==> src/rtl/serial_add_seq.sv <==
// Bit-serial adder sequencer: streams W-bit operands LSB-first through an
// external 1-bit full adder and returns the assembled sum and carry-out.
module serial_add_seq #(
    parameter int unsigned W = 8
) (
    input  logic         clk,
    input  logic         rst_n,
    input  logic         in_valid,
    output logic         in_ready,
    input  logic [W-1:0] a,
    input  logic [W-1:0] b,
    input  logic         cin,
    output logic         out_valid,
    input  logic         out_ready,
    output logic [W-1:0] sum,
    output logic         cout,
    output logic         busy,
    output logic         fa_a,
    output logic         fa_b,
    output logic         fa_cin,
    input  logic         fa_s,
    input  logic         fa_cout
);

    localparam int unsigned CW  = (W > 1) ? $clog2(W) : 1;
    // Index of the bit that reaches position 0 after the next shift.
    localparam int unsigned NXT = (W > 1) ? 1 : 0;

    typedef enum logic [1:0] {
        IDLE = 2'd0,
        RUN  = 2'd1,
        DONE = 2'd2
    } stateT;

    stateT         state;
    logic [W-1:0]  aSh;
    logic [W-1:0]  bSh;
    logic [W-1:0]  sumSh;
    logic          carry;
    logic [CW-1:0] cnt;

    logic lastBit;
    assign lastBit = (cnt == CW'(W - 1));

    assign sum  = sumSh;
    assign cout = carry;

    // Full-adder drives are registered one cycle ahead so they present the
    // bit pair for the RUN cycle that follows each edge.
    always_ff @(posedge clk) begin
        if (!rst_n) begin
            state     <= IDLE;
            aSh       <= '0;
            bSh       <= '0;
            sumSh     <= '0;
            carry     <= 1'b0;
            cnt       <= '0;
            in_ready  <= 1'b1;
            out_valid <= 1'b0;
            busy      <= 1'b0;
            fa_a      <= 1'b0;
            fa_b      <= 1'b0;
            fa_cin    <= 1'b0;
        end else begin
            case (state)
                IDLE: begin
                    if (in_valid) begin
                        aSh      <= a;
                        bSh      <= b;
                        carry    <= cin;
                        cnt      <= '0;
                        state    <= RUN;
                        in_ready <= 1'b0;
                        busy     <= 1'b1;
                        fa_a     <= a[0];
                        fa_b     <= b[0];
                        fa_cin   <= cin;
                    end
                end
                RUN: begin
                    aSh   <= aSh >> 1;
                    bSh   <= bSh >> 1;
                    sumSh <= W'({fa_s, sumSh} >> 1);
                    carry <= fa_cout;
                    cnt   <= cnt + CW'(1);
                    if (lastBit) begin
                        state     <= DONE;
                        out_valid <= 1'b1;
                        fa_a      <= 1'b0;
                        fa_b      <= 1'b0;
                        fa_cin    <= 1'b0;
                    end else begin
                        fa_a   <= aSh[NXT];
                        fa_b   <= bSh[NXT];
                        fa_cin <= fa_cout;
                    end
                end
                DONE: begin
                    if (out_ready) begin
                        state     <= IDLE;
                        out_valid <= 1'b0;
                        busy      <= 1'b0;
                        in_ready  <= 1'b1;
                    end
                end
                default: begin
                    state     <= IDLE;
                    in_ready  <= 1'b1;
                    out_valid <= 1'b0;
                    busy      <= 1'b0;
                    fa_a      <= 1'b0;
                    fa_b      <= 1'b0;
                    fa_cin    <= 1'b0;
                end
            endcase
        end
    end

endmodule

==> config.mk <==
export PLATFORM = sky130hd
export DESIGN_NAME = serial_add_seq
export DESIGN_NICKNAME = d
export VERILOG_FILES = /design/src/rtl/serial_add_seq.sv
export SDC_FILE = /design/constraint.sdc
export NUM_CORES = 1
export LEC_CHECK = 0
export ABC_CLOCK_PERIOD_IN_PS = 1520
export CAP_MARGIN = 10
export CORE_MARGIN = 2
export CORE_UTILIZATION = 38
export CTS_CLUSTER_SIZE = 16
export DETAILED_ROUTE_END_ITERATION = 7
export PLACE_DENSITY_LB_ADDON = 0.15
export SYNTH_ARGS = -nofsm -noshare
export SYNTH_HDL_FRONTEND = slang
export SYNTH_SLANG_ARGS = --single-unit
==> constraint.sdc <==
create_clock -name clk -period 1.52 [get_ports clk]
set_clock_uncertainty 0.05 [all_clocks]
set_input_delay 0.304 -clock clk [delete_from_list [all_inputs] [get_ports clk]]
set_output_delay 0.304 -clock clk [all_outputs]
set_load 0.005 [all_outputs]
* After elaboration in Yosys (flattened, before gate mapping)
Cells that the tools add are included.
Word-level totals: register bits 36, input port bits 23, logic and storage cells 57
Operators by class: add/subtract/negate cells 1, equal/unequal tests 6, muxes and demuxes 28, bitwise logic cells 3, reduce and logical (&&, ||, !) cells 7
Operator list (count):
- one-hot mux 8 bit (2 select lines) | 2
- one-hot mux 1 bit (3 select lines) | 6
- two-way mux 8 bit | 2
- two-way mux 1 bit | 11
- AND reduction 3 bit | 3
- two-way mux 2 bit | 3
- != test 2 bit (second input constant) | 3
- one-hot mux 2 bit (3 select lines) | 1
- one-hot mux 3 bit (2 select lines) | 1
- AND reduction 2 bit | 2
- adder 3 x 1 -> 3 bit (second input constant) | 1
- equality test 3 bit (second input constant) | 1
- two-way mux 3 bit | 1
- inverter 1 bit | 3
- equality test 2 x 1 -> 1 bit (second input constant) | 1
- equality test 2 bit (second input constant) | 1
- zero test 2 bit | 1
- one-hot mux 1 bit (2 select lines) | 1
- nonzero test 2 bit | 1

* Logic depth before layout (Yosys ltp)
word-level depth 3, depth in mapped cells 6, gate-level depth less buffers 5

* Worst setup path before layout
OpenSTA, ideal clock, no wires.
path type register -> register, start register cnt[0], end register out_valid, library setup time 0.115 ns, arrival time 1.078 ns, setup slack 0.277 ns, cell stages (with the launch flop) 6, buffers on the path 0, cell sequence dfxtp_1 ha_1 ha_1 a21oi_1 o32ai_1 and2_1
On the way: word-level cells in the longest chain between the ends 3
Ends and longest elaborated chain:
- start, declared | line 40 | logic [CW-1:0] cnt;
- start signal, assigned | line 85 | cnt <= cnt + CW'(1);
- equality test 3 bit | line 43 | assign lastBit = (cnt == CW'(W - 1));
- != test 2 bit (no source line)
- AND reduction 3 bit (no source line)
- end signal, assigned | line 59 | out_valid <= 1'b0;
- end signal, assigned | line 88 | out_valid <= 1'b1;
- end signal, assigned | line 101 | out_valid <= 1'b0;
- end, declared | line 13 | output logic out_valid,
No other way between the ends. A chain may end at the register's enable or synchronous reset.

* Worst setup path after layout
start register fa_cin, end output fa_cin
RTL lines:
- start, declared | line 20 | output logic fa_cin,
- start signal, assigned | line 77 | fa_cin <= cin;
- start signal, assigned | line 95 | fa_cin <= fa_cout;
No word-level cell between the ends.

==> impl_metrics.ini <==
[worst_setup_path]
rr_worst_depth = 5
cp-end-kind = output port
crit_type = flop to output port
arrival_ns = 1.12
cp.depth = 1
cp_cell_sequence = clkdlybuf4s50_1
critical_path.max_fanout = 2
reg2reg_slack_ns = 0.12
path_delay_family = buffers and inverters
endpoint = fa_cin
cpMaxStageDelayCell = clkdlybuf4s50_1
required_ns = 1.17
r2r_start = cnt[0]
startpoint = fa_cin
slowest_delay_ns = 0.50
reg2reg_to = out_valid
worst_setup_path_start_kind = flop
crit_buf_inv = 1

[grt]
track_usage_pct = 15.7
grt-ovfl-total = 0
grt_start_max_net_pins = 27
antenna_found_initial = 0
grt_pass1_wl_um = 5350
grt_pass1_vias = 1200

[power]
power_per_cell_area_nw_per_um2 = 915
ir_drop_v = 0.000612
power_leakage_nw = 0.986

[clock_tree]
cts_buffers = 5
cts_tree = done
clock_latency_ns = 0.28
cts_root_buf = clkbuf_8
ctsHtreeMaxLevel = 2
clock_sinks = 34
cts_setup_buffers = 0
cts.path.max_buffers = 2
cts.clk_slew.worst_paths_ns = 0.07
holdBufCountCts = 0

[place]
place_hpwl_um = 2470
port_buffers = 37
preCtsSetupSlack_ns = -0.188
gp_congestion = 0.741

[logic_synthesis]
syn_nets = 188
synth-seq-cells = 34
synth_area_leader_cell = dfxtp_1
synth_cells = 163
syn_area_per_cell_um2 = 9.59
synth_area_leaders = dfxtp_1 (44%), mux2i_1 (9.6%), o211a_1 (8.3%), nand2_1 (8.2%), a21boi_0 (3.8%)
yosysTopAreaCellShare_pct = 43.6
yosysSeqAreaShare_pct = 43.6
syn_area_um2 = 1560
synthDistinctLibCells = 31
yosysWarnings = 0

[sta]
post-route-period-util_pct = 97.0
worstMarginPinSlew_ns = 0.374
finalSetupViolations = 0
maxSlewViolCount = 0
report.final.hold_viol_count = 0
period_needed_ns = 1.47
setup_ws_ns = 0.0462
max_freq_mhz = 679
rsz0062_at_grt = false
relSlewSlack_pct = 75.1
whs_ns = 0.417

[routing]
wl_um = 3390
drtIter0Drc = 65
route.vias.total = 1260
wl_per_cell_um = 13.4
detail-route-antenna-nets = 0
drt_pass1_iterations = 4
routed_via_density = 4.98
drc_errors = 0

[worst_hold_path]
hold_class = flop to flop

[layout]
mostFrequentLayoutCell = nand2_1
syn_to_final_growth_pct = 34.3
fin_nets = 229
insertedDiodeCount = 0
drive_above_1_share_pct = 13.3
final_cell_mix = nand2_1 (34), clkdlybuf4s50_1 (32), dfxtp_1 (26), mux2i_1 (15), o211a_1 (13)

[die]
core-area_um2 = 3970
die_area_um2 = 4640
die_w_um = 68.1
fp-row-count = 23
die_y_um = 68.1
initial_core_util_pct = 39.4
io_pins = 38

[status]
status = finished clean

[job]
drv_cap = 0
-- cell type report --
type | count | area, um2
Fill cell | 385 | 1870
Clock buffer | 6 | 82.6
Inverter | 2 | 7.51
Multi-Input combinational cell | 113 | 778
Tap cell | 50 | 62.6
Sequential cell | 34 | 691
Timing Repair Buffer | 48 | 478
-- metal layers --
layer | wire [um] | up-vias | track usage [%]
li1 | - | 645 | -
met1 | 1540 | 584 | 19.4
met2 | 1660 | 27 | 25.7
met3 | 152 | 4 | 4.93
met4 | 40 | 0 | 5.25
met5 | 0 | - | 0
-- where the power goes --
part	internal (mW)	switching (mW)	total, mW
clock network	0.349	0.296	0.644
logic	0.177	0.126	0.303
registers	0.944	0.0294	0.973
total	1.47	0.451	1.92
-- sequential cells by signal, summed over array words and instances, names as in the netlist --
| name | cells |
|---|---|
| aSh | 7 |
| cout | 1 |
| bSh | 7 |
| out_valid | 1 |
| in_ready | 1 |
| state | 2 |
| fa_a | 1 |
| sum | 8 |
| fa_cin | 1 |
| cnt | 3 |
| busy | 1 |
| fa_b | 1 |
-- worst min-delay path by stage --
| stage | slack, ns | to | depth (start not counted) | from |
|---|---|---|---|---|
| after floorplan | 0.40 | sum[7] | 2 | fa_s |
| after global placement | 0.40 | sum[0] | 2 | sum[0] |
| after detailed placement | 0.41 | sum[0] | 2 | sum[0] |
| after CTS | 0.42 | sum[0] | 2 | sum[0] |
| after global routing | 0.45 | sum[4] | 2 | sum[4] |
| final | 0.42 | sum[0] | 2 | sum[0] |
-- stage by stage --
step	TNS [ns]	utilization [%]	cell area, um2	total power, mW	cells
finish	0	52.9	2100	1.92	253
global route	0	52.9	2100	2.03	253
CTS	0	52.3	2080	1.95	253
detailed placement	-2.34	50.2	1990	1.30	247
global placement	-1.68	50.2	1990	1.29	247
floorplan	0	-	1560	1.17	163
-- synth_stat cells --
| cell | n |
|---|---|
| a22oi_1 | 2 |
| nor2_1 | 2 |
| or3b_1 | 2 |
| o21ba_1 | 1 |
| a21boi_0 | 8 |
| o21bai_1 | 1 |
| nand2_1 | 34 |
| mux2i_1 | 15 |
| o211a_1 | 13 |
| or2_2 | 1 |
| and2_1 | 3 |
| nand2b_1 | 2 |
| clkbuf_1 | 3 |
| inv_1 | 2 |
| o22ai_1 | 2 |
| o32ai_1 | 1 |
| o21ai_0 | 4 |
| buf_2 | 5 |
| ha_1 | 2 |
| nand2b_4 | 1 |
| and2b_1 | 3 |
| a21oi_1 | 4 |
| dfxtp_1 | 34 |
| buf_6 | 4 |
| a21boi_1 | 2 |
| buf_4 | 2 |
| nand3b_1 | 1 |
| o21a_1 | 1 |
| a32o_1 | 3 |
| nor3b_1 | 1 |
| nor2b_1 | 4 |
-- what timing repair did --
item                                    4_1_cts  5_1_grt
pin swaps                                     0        0
gates resized for setup                       1       12
endpoints found under the setup margin        1       11
cloned                                        0        0
-- kinds of logic (layout without fill, tap and decap cells) --
group	after synthesis	after routing	synth area share [%]
AO/OA/AOI/OAI	42	42	21.5
AND/OR/NAND/NOR	54	54	17.1
multiplexers	15	15	9.61
adder cells (fa/ha/maj)	2	2	1.60
buffers and inverters	16	56	6.64
flip-flops	34	34	43.6
Note: power is estimated with default switching activity, not from simulation.
